[src/rtl/spi_fl_seq.sv]
`timescale 1ns/1ps
`default_nettype none
// ============================================================================
//  Module   : spi_fl_seq
//  Brief    : Flash operation sequencer. Expands READ / PROGRAM / ERASE
//             requests into WREN, main command and RDSR polling on the
//             spi_master_fl command interface, returning one response each.
//  Revision : 1.0 - initial release
// ============================================================================
module spi_fl_seq #(
   parameter logic [15:0] POLL_MAX = 16'd1000
) (
   input  logic        clk,
   input  logic        rst,
   input  logic        req_valid,
   output logic        req_ready,
   input  logic [1:0]  req_op,
   input  logic [23:0] req_addr,
   input  logic [31:0] req_wdata,
   output logic        resp_valid,
   output logic [31:0] resp_rdata,
   output logic        resp_err,
   output logic [31:0] m_data_in,
   output logic [23:0] m_address,
   output logic [7:0]  m_command,
   output logic [2:0]  m_commtype,
   output logic [6:0]  m_nmiso_bits,
   output logic        m_validflag,
   input  logic [31:0] m_data_out,
   input  logic        m_validflag_out,
   input  logic        m_tready
);

   typedef enum logic [2:0] {
      ST_IDLE = 3'd0,
      ST_WREN = 3'd1,
      ST_MAIN = 3'd2,
      ST_POLL = 3'd3,
      ST_RESP = 3'd4
   } state_t;

   typedef enum logic [1:0] {
      PH_ISSUE  = 2'd0,
      PH_ACCEPT = 2'd1,
      PH_DONE   = 2'd2
   } phase_t;

   localparam logic [1:0] c_OP_READ  = 2'b00;
   localparam logic [1:0] c_OP_PROG  = 2'b01;
   localparam logic [1:0] c_OP_ERASE = 2'b10;

   state_t      state_q, state_d;
   phase_t      phase_q, phase_d;
   logic [1:0]  op_q, op_d;
   logic [23:0] addr_q, addr_d;
   logic [31:0] wdata_q, wdata_d;
   logic [15:0] poll_q, poll_d;
   logic        err_q, err_d;
   logic [31:0] rdata_q, rdata_d;
   logic        cap_q, cap_d;
   logic [31:0] capdata_q, capdata_d;
   logic        vfo_q;

   logic        w_rise;
   logic        w_answer;
   logic        w_got;
   logic [31:0] w_ans_data;
   logic        w_step_done;
   logic        w_busy;

   assign w_rise      = m_validflag_out & ~vfo_q;
   assign w_answer    = ((state_q == ST_MAIN) && (op_q == c_OP_READ)) || (state_q == ST_POLL);
   assign w_got       = cap_q | w_rise;
   assign w_ans_data  = w_rise ? m_data_out : capdata_q;
   assign w_step_done = (phase_q == PH_DONE) && m_tready && (!w_answer || w_got);
   assign w_busy      = (state_q == ST_WREN) || (state_q == ST_MAIN) || (state_q == ST_POLL);

   // State and datapath registers; reset abandons any sequence immediately
   always_ff @(posedge clk or posedge rst) begin
      if (rst) begin
         state_q   <= ST_IDLE;
         phase_q   <= PH_ISSUE;
         op_q      <= 2'b00;
         addr_q    <= 24'd0;
         wdata_q   <= 32'd0;
         poll_q    <= 16'd0;
         err_q     <= 1'b0;
         rdata_q   <= 32'd0;
         cap_q     <= 1'b0;
         capdata_q <= 32'd0;
         vfo_q     <= 1'b0;
      end else begin
         state_q   <= state_d;
         phase_q   <= phase_d;
         op_q      <= op_d;
         addr_q    <= addr_d;
         wdata_q   <= wdata_d;
         poll_q    <= poll_d;
         err_q     <= err_d;
         rdata_q   <= rdata_d;
         cap_q     <= cap_d;
         capdata_q <= capdata_d;
         vfo_q     <= m_validflag_out;
      end
   end

   // Master command buses are a pure function of the current step, so they stay stable for the whole step
   always_comb begin
      req_ready    = (state_q == ST_IDLE);
      resp_valid   = (state_q == ST_RESP);
      resp_err     = (state_q == ST_RESP) & err_q;
      resp_rdata   = rdata_q;
      m_data_in    = 32'd0;
      m_address    = 24'd0;
      m_command    = 8'h00;
      m_commtype   = 3'b000;
      m_nmiso_bits = 7'd0;
      m_validflag  = w_busy && (((phase_q == PH_ISSUE) && m_tready) || (phase_q == PH_ACCEPT));
      case (state_q)
         ST_WREN: begin
            m_command  = 8'h06;
            m_commtype = 3'b000;
         end
         ST_MAIN: begin
            case (op_q)
               c_OP_READ: begin
                  m_command    = 8'h03;
                  m_commtype   = 3'b010;
                  m_address    = addr_q;
                  m_nmiso_bits = 7'd32;
               end
               c_OP_PROG: begin
                  m_command  = 8'h02;
                  m_commtype = 3'b100;
                  m_address  = addr_q;
                  m_data_in  = wdata_q;
               end
               c_OP_ERASE: begin
                  m_command  = 8'h20;
                  m_commtype = 3'b101;
                  m_address  = addr_q;
               end
               default: ;
            endcase
         end
         ST_POLL: begin
            m_command    = 8'h05;
            m_commtype   = 3'b001;
            m_nmiso_bits = 7'd8;
         end
         default: ;
      endcase
   end

   // Sequencing: top-level step selection plus the issue/accept/done handshake within each step
   always_comb begin
      state_d   = state_q;
      phase_d   = phase_q;
      op_d      = op_q;
      addr_d    = addr_q;
      wdata_d   = wdata_q;
      poll_d    = poll_q;
      err_d     = err_q;
      rdata_d   = rdata_q;
      cap_d     = cap_q;
      capdata_d = capdata_q;

      // Answer data is latched only on the rising edge of validflag_out while waiting for it
      if (w_busy && (phase_q == PH_DONE) && w_answer && w_rise) begin
         cap_d     = 1'b1;
         capdata_d = m_data_out;
      end

      case (state_q)
         ST_IDLE: begin
            if (req_valid) begin
               op_d    = req_op;
               addr_d  = req_addr;
               wdata_d = req_wdata;
               err_d   = 1'b0;
               poll_d  = 16'd0;
               phase_d = PH_ISSUE;
               cap_d   = 1'b0;
               case (req_op)
                  c_OP_READ:  state_d = ST_MAIN;
                  c_OP_PROG,
                  c_OP_ERASE: state_d = ST_WREN;
                  default: begin
                     state_d = ST_RESP;
                     err_d   = 1'b1;
                  end
               endcase
            end
         end
         ST_WREN, ST_MAIN, ST_POLL: begin
            case (phase_q)
               PH_ISSUE: begin
                  if (m_tready) begin
                     phase_d = PH_ACCEPT;
                     if (state_q == ST_POLL) begin
                        poll_d = poll_q + 16'd1;
                     end
                  end
               end
               PH_ACCEPT: begin
                  if (!m_tready) begin
                     phase_d = PH_DONE;
                  end
               end
               PH_DONE: begin
                  if (w_step_done) begin
                     phase_d = PH_ISSUE;
                     cap_d   = 1'b0;
                     if (state_q == ST_WREN) begin
                        state_d = ST_MAIN;
                     end else if (state_q == ST_MAIN) begin
                        if (op_q == c_OP_READ) begin
                           rdata_d = w_ans_data;
                           state_d = ST_RESP;
                        end else begin
                           poll_d  = 16'd0;
                           state_d = ST_POLL;
                        end
                     end else begin
                        // WIP is bit 0 of the status byte, which arrives in the top byte
                        if (!w_ans_data[24]) begin
                           state_d = ST_RESP;
                        end else if (poll_q >= POLL_MAX) begin
                           err_d   = 1'b1;
                           state_d = ST_RESP;
                        end
                     end
                  end
               end
               default: phase_d = PH_ISSUE;
            endcase
         end
         ST_RESP: begin
            state_d = ST_IDLE;
         end
         default: begin
            state_d = ST_IDLE;
            phase_d = PH_ISSUE;
         end
      endcase
   end

endmodule
`default_nettype wire

[config.mk]
export PLATFORM = sky130hd
export DESIGN_NAME = spi_fl_seq
export DESIGN_NICKNAME = d
export VERILOG_FILES = /design/src/rtl/spi_fl_seq.sv
export SDC_FILE = /design/constraint.sdc
export NUM_CORES = 1
export LEC_CHECK = 0
export CAP_MARGIN = 0
export CORE_MARGIN = 10
export CORE_UTILIZATION = 43
export CTS_CLUSTER_SIZE = 16
export DETAILED_ROUTE_END_ITERATION = 7
export GPL_ROUTABILITY_DRIVEN = 0
export GPL_TIMING_DRIVEN = 0
export MAX_ROUTING_LAYER = met4
export PLACE_DENSITY = 0.79
export SLEW_MARGIN = 20
export SYNTH_ARGS = -nofsm -noshare
export SYNTH_HDL_FRONTEND = slang
export SYNTH_SLANG_ARGS = --single-unit
[constraint.sdc]
create_clock -name clk -period 4.5 [get_ports clk]
set_input_delay 0.9 -clock clk [delete_from_list [all_inputs] [get_ports clk]]
set_output_delay 0.9 -clock clk [all_outputs]
set_load 0.02 [all_outputs]
; ---- Yosys cells after proc, flatten, opt, wreduce, memory -nomap -nowiden
; Cells that the tools add are included.
[word_totals]
elab_cells = 124
reg_bits = 146
[op_classes]
addsub = 1
reduce_logical = 29
n_eq_ne = 26
n_lt_le_gt_ge = 1
n_bitwise = 6
muxes = 50
[op_table]
columns = cell, count
row1 = two-way mux 16 bit, 7
row2 = two-way mux 32 bit, 3
row3 = one-hot mux 16 bit (2 select lines), 2
row4 = two-way mux 24 bit, 2
row5 = one-hot mux 6 bit (3 select lines), 2
row6 = two-way mux 3 bit, 8
row7 = "inequality test 3 bit, second input constant", 8
row8 = one-hot mux 3 bit (2 select lines), 3
row9 = "adder 16 x 1 -> 16 bit, second input constant", 1
row10 = "greater-or-equal comparator 16 x 10 -> 1 bit, second input constant", 1
row11 = "inequality test 2 bit, second input constant", 7
row12 = two-way mux 1 bit, 12
row13 = one-hot mux 2 bit (3 select lines), 2
row14 = one-hot mux 6 bit (2 select lines), 1
row15 = one-hot mux 3 bit (3 select lines), 1
row16 = AND reduction 9 bit, 1
row17 = OR reduction 3 bit, 3
row18 = logical AND 1 bit, 8
row19 = two-way mux 2 bit, 4
row20 = AND reduction 8 bit, 1
row21 = "== test 2 x 1 -> 1 bit, second input constant", 3
row22 = "== test 2 bit, second input constant", 3
row23 = "== test 3 x 2 -> 1 bit, second input constant", 2
row24 = zero test 2 bit, 3
row25 = other kinds (17), 25

; ---- Longest topological paths before layout
[depth]
ltp_word = 10
depth_mapped = 9
ltp_nobuf = 7

; ---- Worst setup path after synthesis
; OpenSTA, ideal clock, no wires.
[synth_timing]
kind = input -> register
start = in req_valid
end = reg poll_q[10]
stages = 7
t_arrival_ns = 2.364
setup_slack_ns = 2.041
path_buffers = 2
setup_ns = 0.095
path_cell_list = or4b_4 o31a_1 a21o_1 or2_1 buf_6 buf_6 o31ai_1
[synth_between]
elab_chain_cells = 2
[synth_rtl]
columns = element, line_no
row1 = from (decl), 15  ; input logic req_valid,
row2 = inequality test 2 bit (no line), n/a
row3 = AND reduction 9 bit (no line), n/a
row4 = to (signal assigned), 98  ; poll_q <= poll_d;
row5 = to (decl), 57  ; logic [15:0] poll_q, poll_d;
; Every way passes these cells.
; A chain may end at the register's enable or synchronous reset.

; ---- Worst setup path in the final report
[layout_timing]
start = reg state_q[1]
end = out m_address[20]
[layout_between]
elab_chain_cells = 2
[layout_rtl]
columns = element, line_no
row1 = from (decl), 52  ; state_t state_q, state_d;
row2 = from (signal assigned), 93  ; state_q <= state_d;
row3 = == test 3 x 2 -> 1 bit, 119  ; case (state_q)
row4 = two-way mux 24 bit, 119
row5 = to (decl), 24  ; output logic [23:0] m_address,
; Every way passes these cells.

==> flow_metrics.py <==
metrics = {
    "power_and_ir_drop": {
        "power.total_mw": 5.55,
        "power_density_mw_per_mm2": 564,
        "seqPwrFrac_pct": 34.1,
        "p_leak_nw": 4.59,
        "p_sw_mw": 2.13,
        "p_int_mw": 3.43,
        "pwr-share-comb_pct": 41.0,
        "clockPowerShare_pct": 24.9,
        "swShare_pct": 38.3,
        "ir_drop_mv": 0.405,
    },
    "setup_path": {
        "crit_start": "state_q[1]",
        "critPathRequiredTime_ns": 3.60,
        "r2r_setup_slack_ns": 1.84,
        "crit_chain": "clkbuf_1 -> nand2b_1 -> nor3_1 -> clkbuf_1 -> and2_1 -> clkdlybuf4s50_1",
        "crit_buf_inv": 3,
        "slowest_stage": "nor3_1",
        "crit_type": "flop to output port",
        "cpLargestDelayFamily": "buffers and inverters",
        "critPathLaunchType": "flop",
        "path_common_cell": "clkbuf_1",
        "cp-end-kind": "output port",
        "r2r_start": "op_q[0]",
        "crit_path_max_fanout": 10,
        "arrival_ns": 3.11,
        "cpPeakStageDelay_ns": 0.67,
    },
    "routing": {
        "routed-via-count": 5830,
        "dr.pass1.iters": 5,
        "vias_per_cell": 4.95,
        "drt-total-wl_um": 19700,
        "first_iter_violations": 233,
        "routedWlPerCell_um": 16.7,
        "drc": 0,
        "drtAntennaViolNets": 0,
    },
    "synthesis": {
        "syn_area_mm2": 0.00691,
        "ys_seq_elements": 146,
        "synth_warnings": 0,
        "syn_area_per_cell_um2": 9.58,
        "yosysSeqAreaShare_pct": 52.9,
        "synth_cells": 721,
        "ys_types": 46,
    },
    "cts": {
        "cts_tree": "yes",
        "htree_levels": 4,
        "root_buffer": "clkbuf_16",
        "cts_setup_buffers": 0,
        "ctsHoldBuffers": 0,
        "cts.repair.resized": 0,
        "insertion_delay_ns": 0.42,
        "cts_buffers": 17,
        "clk_path_buf_depth": 2,
        "clkTransAtPathRegs_ns": 0.06,
        "cts.sinks": 146,
    },
    "sta": {
        "clock.fmax_mhz": 250,
        "worst_slew_pin_slew_ns": 0.845,
        "hold_viol": 0,
        "hold_ws_ns": 0.465,
        "setup_tns_ns": 0,
        "rsz0062_at_grt": "no",
        "finalCritPeriodShare_pct": 89.0,
        "clock_skew_ns": 0.00769,
        "slew_viol_final": 0,
        "finalSetupViolCount": 0,
        "min_period_ns": 4.01,
        "maxSlewHeadroom_pct": 43.2,
    },
    "grt": {
        "met2_usage_pct": 28.0,
        "antenna_found_initial": 1,
        "busiest_layer": "met2",
        "grt_pass1_wl_um": 31600,
        "met3_usage_pct": 9.83,
        "grt_pass1_vias": 5974,
        "grt_usage_pct": 18.7,
        "grt_use_met1_pct": 21.6,
        "grt_overflow": 0,
        "grt_start_max_net_pins": 31,
    },
    "job": {
        "cap_violations": 0,
    },
    "outcome": {
        "status": "finished, final reports clean",
    },
    "final_layout": {
        "nets": 1053,
        "area_delta_synth_final_pct": 42.7,
        "stdcell_count": 1178,
        "final_cell_mix": "213 x nand2_1, 195 x clkdlybuf4s50_1, 146 x dfrtp_1, 49 x o21ai_0, 38 x clkbuf_1",
        "final_common_cell": "nand2_1",
        "drive_gt1_share_pct": 8.64,
    },
    "hold_path": {
        "hp-class": "flop to flop",
        "min_from": "addr_q[13]",
    },
    "placed_design": {
        "place_hpwl_um": 14900,
        "portBuffers": 195,
        "dpl.cell_count": 1146,
    },
    "floorplan": {
        "die_area_mm2": 0.0215,
        "fp-row-count": 46,
        "ios": 205,
        "die_width_um": 147,
        "core_mm2": 0.0158,
        "fp.dieH_um": 147,
        "start_util_pct": 43.6,
    },
}
through the flow:
| stage | worst slack (ns) | util [%] | area (um^2) |
|---|---|---|---|
| 2_1_floorplan | 1.77 | - | 6940 |
| 3_3_place_gp | 0.434 | 57.9 | 9160 |
| 3_5_place_dp | 0.874 | 58.6 | 9280 |
| 4_1_cts | 0.422 | 62.2 | 9850 |
| 5_1_grt | 0.203 | 62.3 | 9850 |
| 6_report | 0.494 | 62.3 | 9850 |
routing by layer:
layer	up-vias	part of all wire, %
li1	2863	-
met1	2742	41
met3	20	11
met4	0	1.4
met2	205	46
met5	-	0
worst register-to-register path, delay by kind of cell (launching register included):
kind | cells | cell delay, ns
compound gates | 2 | 0.50
buf+inv | 2 | 0.45
fa+ha+maj | 1 | 0.31
flops | 1 | 0.37
simple gates | 3 | 0.89
worst paths after layout:
path | end | depth (start not counted)
min in group asynchronous | wdata_q[21] | 2
worst min-delay path | addr_q[13] | 2
worst min register to register | addr_q[13] | 2
worst max register to register | resp_rdata[25] | 8
worst max-delay path | m_address[20] | 6
max in group asynchronous | wdata_q[24] | 5
layout make-up:
class                           instances  area [um^2]
Clock inverter                         14          145
Antenna cell                            1         2.50
Buffer                                 53          259
Inverter                               15         60.1
Sequential cell                       146         3650
Multi-Input combinational cell        515         2970
Clock buffer                           17          425
Timing Repair Buffer                  201         2060
Fill cell                            1336         5970
Tap cell                              216          270
logic make-up (layout without fill, tap and decap cells):
logic type      after synthesis  count (layout)  share of synthesized area, %
fa+ha+maj                     9               9                          1.63
flops                       146             146                          52.9
compound gates               97              97                          8.64
mux                          67              67                          10.3
buf+inv                      68             300                          4.57
other cells                   1              10                        0.0543
simple gates                333             333                          21.9
Yosys cell counts (all sizes together):
cell / instances / area share, %
a32o: 1 / 0.14
nor4: 2 / 0.18
nand3b: 1 / 0.11
o31a: 1 / 0.13
nand2: 213 / 12
a21o: 2 / 0.22
o21a: 1 / 0.11
inv: 15 / 0.82
or4b: 1 / 0.20
a31oi: 5 / 0.45
conb: 1 / 0.054
and4b: 1 / 0.14
and2: 31 / 2.8
and3: 36 / 3.3
or2: 3 / 0.27
nand2b: 4 / 0.36
a21oi: 7 / 0.51
o2bb2ai: 1 / 0.13
o41ai: 3 / 0.49
a211oi: 2 / 0.22
and4: 1 / 0.13
a41o: 1 / 0.14
o21ai: 53 / 3.8
mux2: 34 / 5.5
o22a: 2 / 0.25
nor2b: 6 / 0.54
ha: 9 / 1.6
nand3: 9 / 0.65
mux2i: 33 / 4.8
a41oi: 1 / 0.13
nor2: 15 / 0.82
buf: 15 / 1.7
o31ai: 15 / 1.6
o21bai: 1 / 0.11
clkbuf: 38 / 2.1
o211a: 1 / 0.14
nor3: 6 / 0.43
dfrtp: 146 / 53
nand4: 3 / 0.27
nor3b: 1 / 0.11
power groups by stage:
stage	logic [mW]	clock network [mW]	registers, mW
floorplan	1.31	0	1.94
detailed placement	2.30	0	1.92
global placement	2.25	0	1.89
finish	2.28	1.38	1.89
CTS	2.31	1.41	1.89
global route	2.53	1.47	1.95
registers in the layout, indices dropped and copies added, names as in the netlist:
| register | count |
|---|---|
| vfo_q | 1 |
| capdata_q | 32 |
| wdata_q | 32 |
| addr_q | 24 |
| poll_q | 16 |
| phase_q | 2 |
| err_q | 1 |
| cap_q | 1 |
| resp_rdata | 32 |
| op_q | 2 |
| state_q | 3 |
Note: power is estimated with default switching activity, not from simulation.
==> patch, RTL diff (same settings) <==
Re-encode `state_t` (5 states) as one-hot, 5 bits wide.
--- a/src/rtl/spi_fl_seq.sv
+++ b/src/rtl/spi_fl_seq.sv
@@ -31,12 +31,12 @@
    input  logic        m_tready
 );
 
-   typedef enum logic [2:0] {
-      ST_IDLE = 3'd0,
-      ST_WREN = 3'd1,
-      ST_MAIN = 3'd2,
-      ST_POLL = 3'd3,
-      ST_RESP = 3'd4
+   typedef enum logic [4:0] {
+      ST_IDLE = 5'b00001,
+      ST_WREN = 5'b00010,
+      ST_MAIN = 5'b00100,
+      ST_POLL = 5'b01000,
+      ST_RESP = 5'b10000
    } state_t;
 
    typedef enum logic [1:0] {
Behaviour: no difference found for any inputs over 4 cycles, from zero or initial values and one cycle with rst high; so few cycles prove little.
==> patch against the original RTL <==
Worst setup slack gained 100 ps; sequential cell count increased by 2; critical path type unchanged; register-to-register slack gained 260 ps; design area rose by 1.6%; first-iteration DRC count grew 3.0%; power down 18%; die area is 2.7% higher; via count decreased by 6.8%; area after synthesis rose by 3.1%; highest routed layer unchanged; routed wire length down 2.2%; clock skew about the same; utilization grew 0.066 points; largest cell class unchanged; critical endpoint is now m_nmiso_bits[5].
==> patch: results <==
[global_route]
grt_use_met2 = 0.285
antenna_found_initial = 0
grt_pass1_vias = 5653
grtUsageMet1 = 0.197

[layout]
final-clk-cell-share = 0.0550
seq_cell_count = 148
num-multi-input-gates = 415
clkbuf_count = 20
filler_cell_count = 1284
nonClkBufAreaFrac = 0.228
drive_gt1_frac = 0.193
syn_to_final_growth_pct = 40.5

[synthesis]
ys_seq_area_frac = 0.520
synth_commonest_cells = "dfrtp_1, mux2_2, nor2_1"
synthDistinctLibCells = 61
synthTopCellsByArea = "dfrtp_1, mux2_2, mux2i_1, and3_1, a21oi_1"

[power]
pwr-share-seq = 0.394
ir_drop_mv = 0.305
clk-power_mw = 1.33
p_int_mw = 3.13

[worst_hold_path]
hold_path_end = "addr_q[17]$_DFFE_PP0P_"
holdPathStages = 1

[sta]
tightest_slew_ps = 812
holdWs_ps = 493

[detailed_routing]
wl_per_cell_um = 18.0
wl_met1_um = 7710
drtIter0Drc = 240

[place]
dp.cells = 1039
dpl_cell_area_um2 = 9460
place_hpwl_um = 14600
place_ws_ps = 990

[setup_path]
regToRegEndpoint = "poll_q[8]$_DFFE_PP0P_"
cp_slowest_cell = "clkdlybuf4s50_1"
critPathMaxStageDelay_ps = 590

[die]
dieArea_um2 = 22100

[outcome]
status = "finished clean"
==> patch: cell count changes after synthesis, sizes merged, moves of 5 or more <==
| cell | before | now |
|---|---|---|
| mux2 | 34 | 90 |
| a41oi | 1 | 6 |
| o21ai | 53 | 8 |
| clkbuf | 38 | 14 |
| nor2 | 15 | 43 |
| nor3 | 6 | 11 |
| a21oi | 7 | 39 |
| nand2 | 213 | 24 |
| a31oi | 5 | 15 |
| o31ai | 15 | 0 |
| buf | 15 | 32 |
==> patch: cells by family (layout without fill, tap and decap cells) <==
group,after synthesis,after routing,synth area share
buffers and inverters,61,291,0.0434
xor gates and xnor gates,1,1,0.00123
other,1,9,0.000527
and+or+nand+nor,186,186,0.149
DFF,148,148,0.520
muxes,127,127,0.195
adders and majority gates,8,8,0.0141
AOI/OAI and AO/OA,84,84,0.0761
==> patch: worst reg2reg max path: stages, from the launching register on <==
cell	delay, ps
dfrtp_1	390
inv_1	80
ha_1	270
nor4bb_2	210
o311ai_0	400
o41ai_2	180
nor3_4	440
buf_6	210
a31oi_1	100
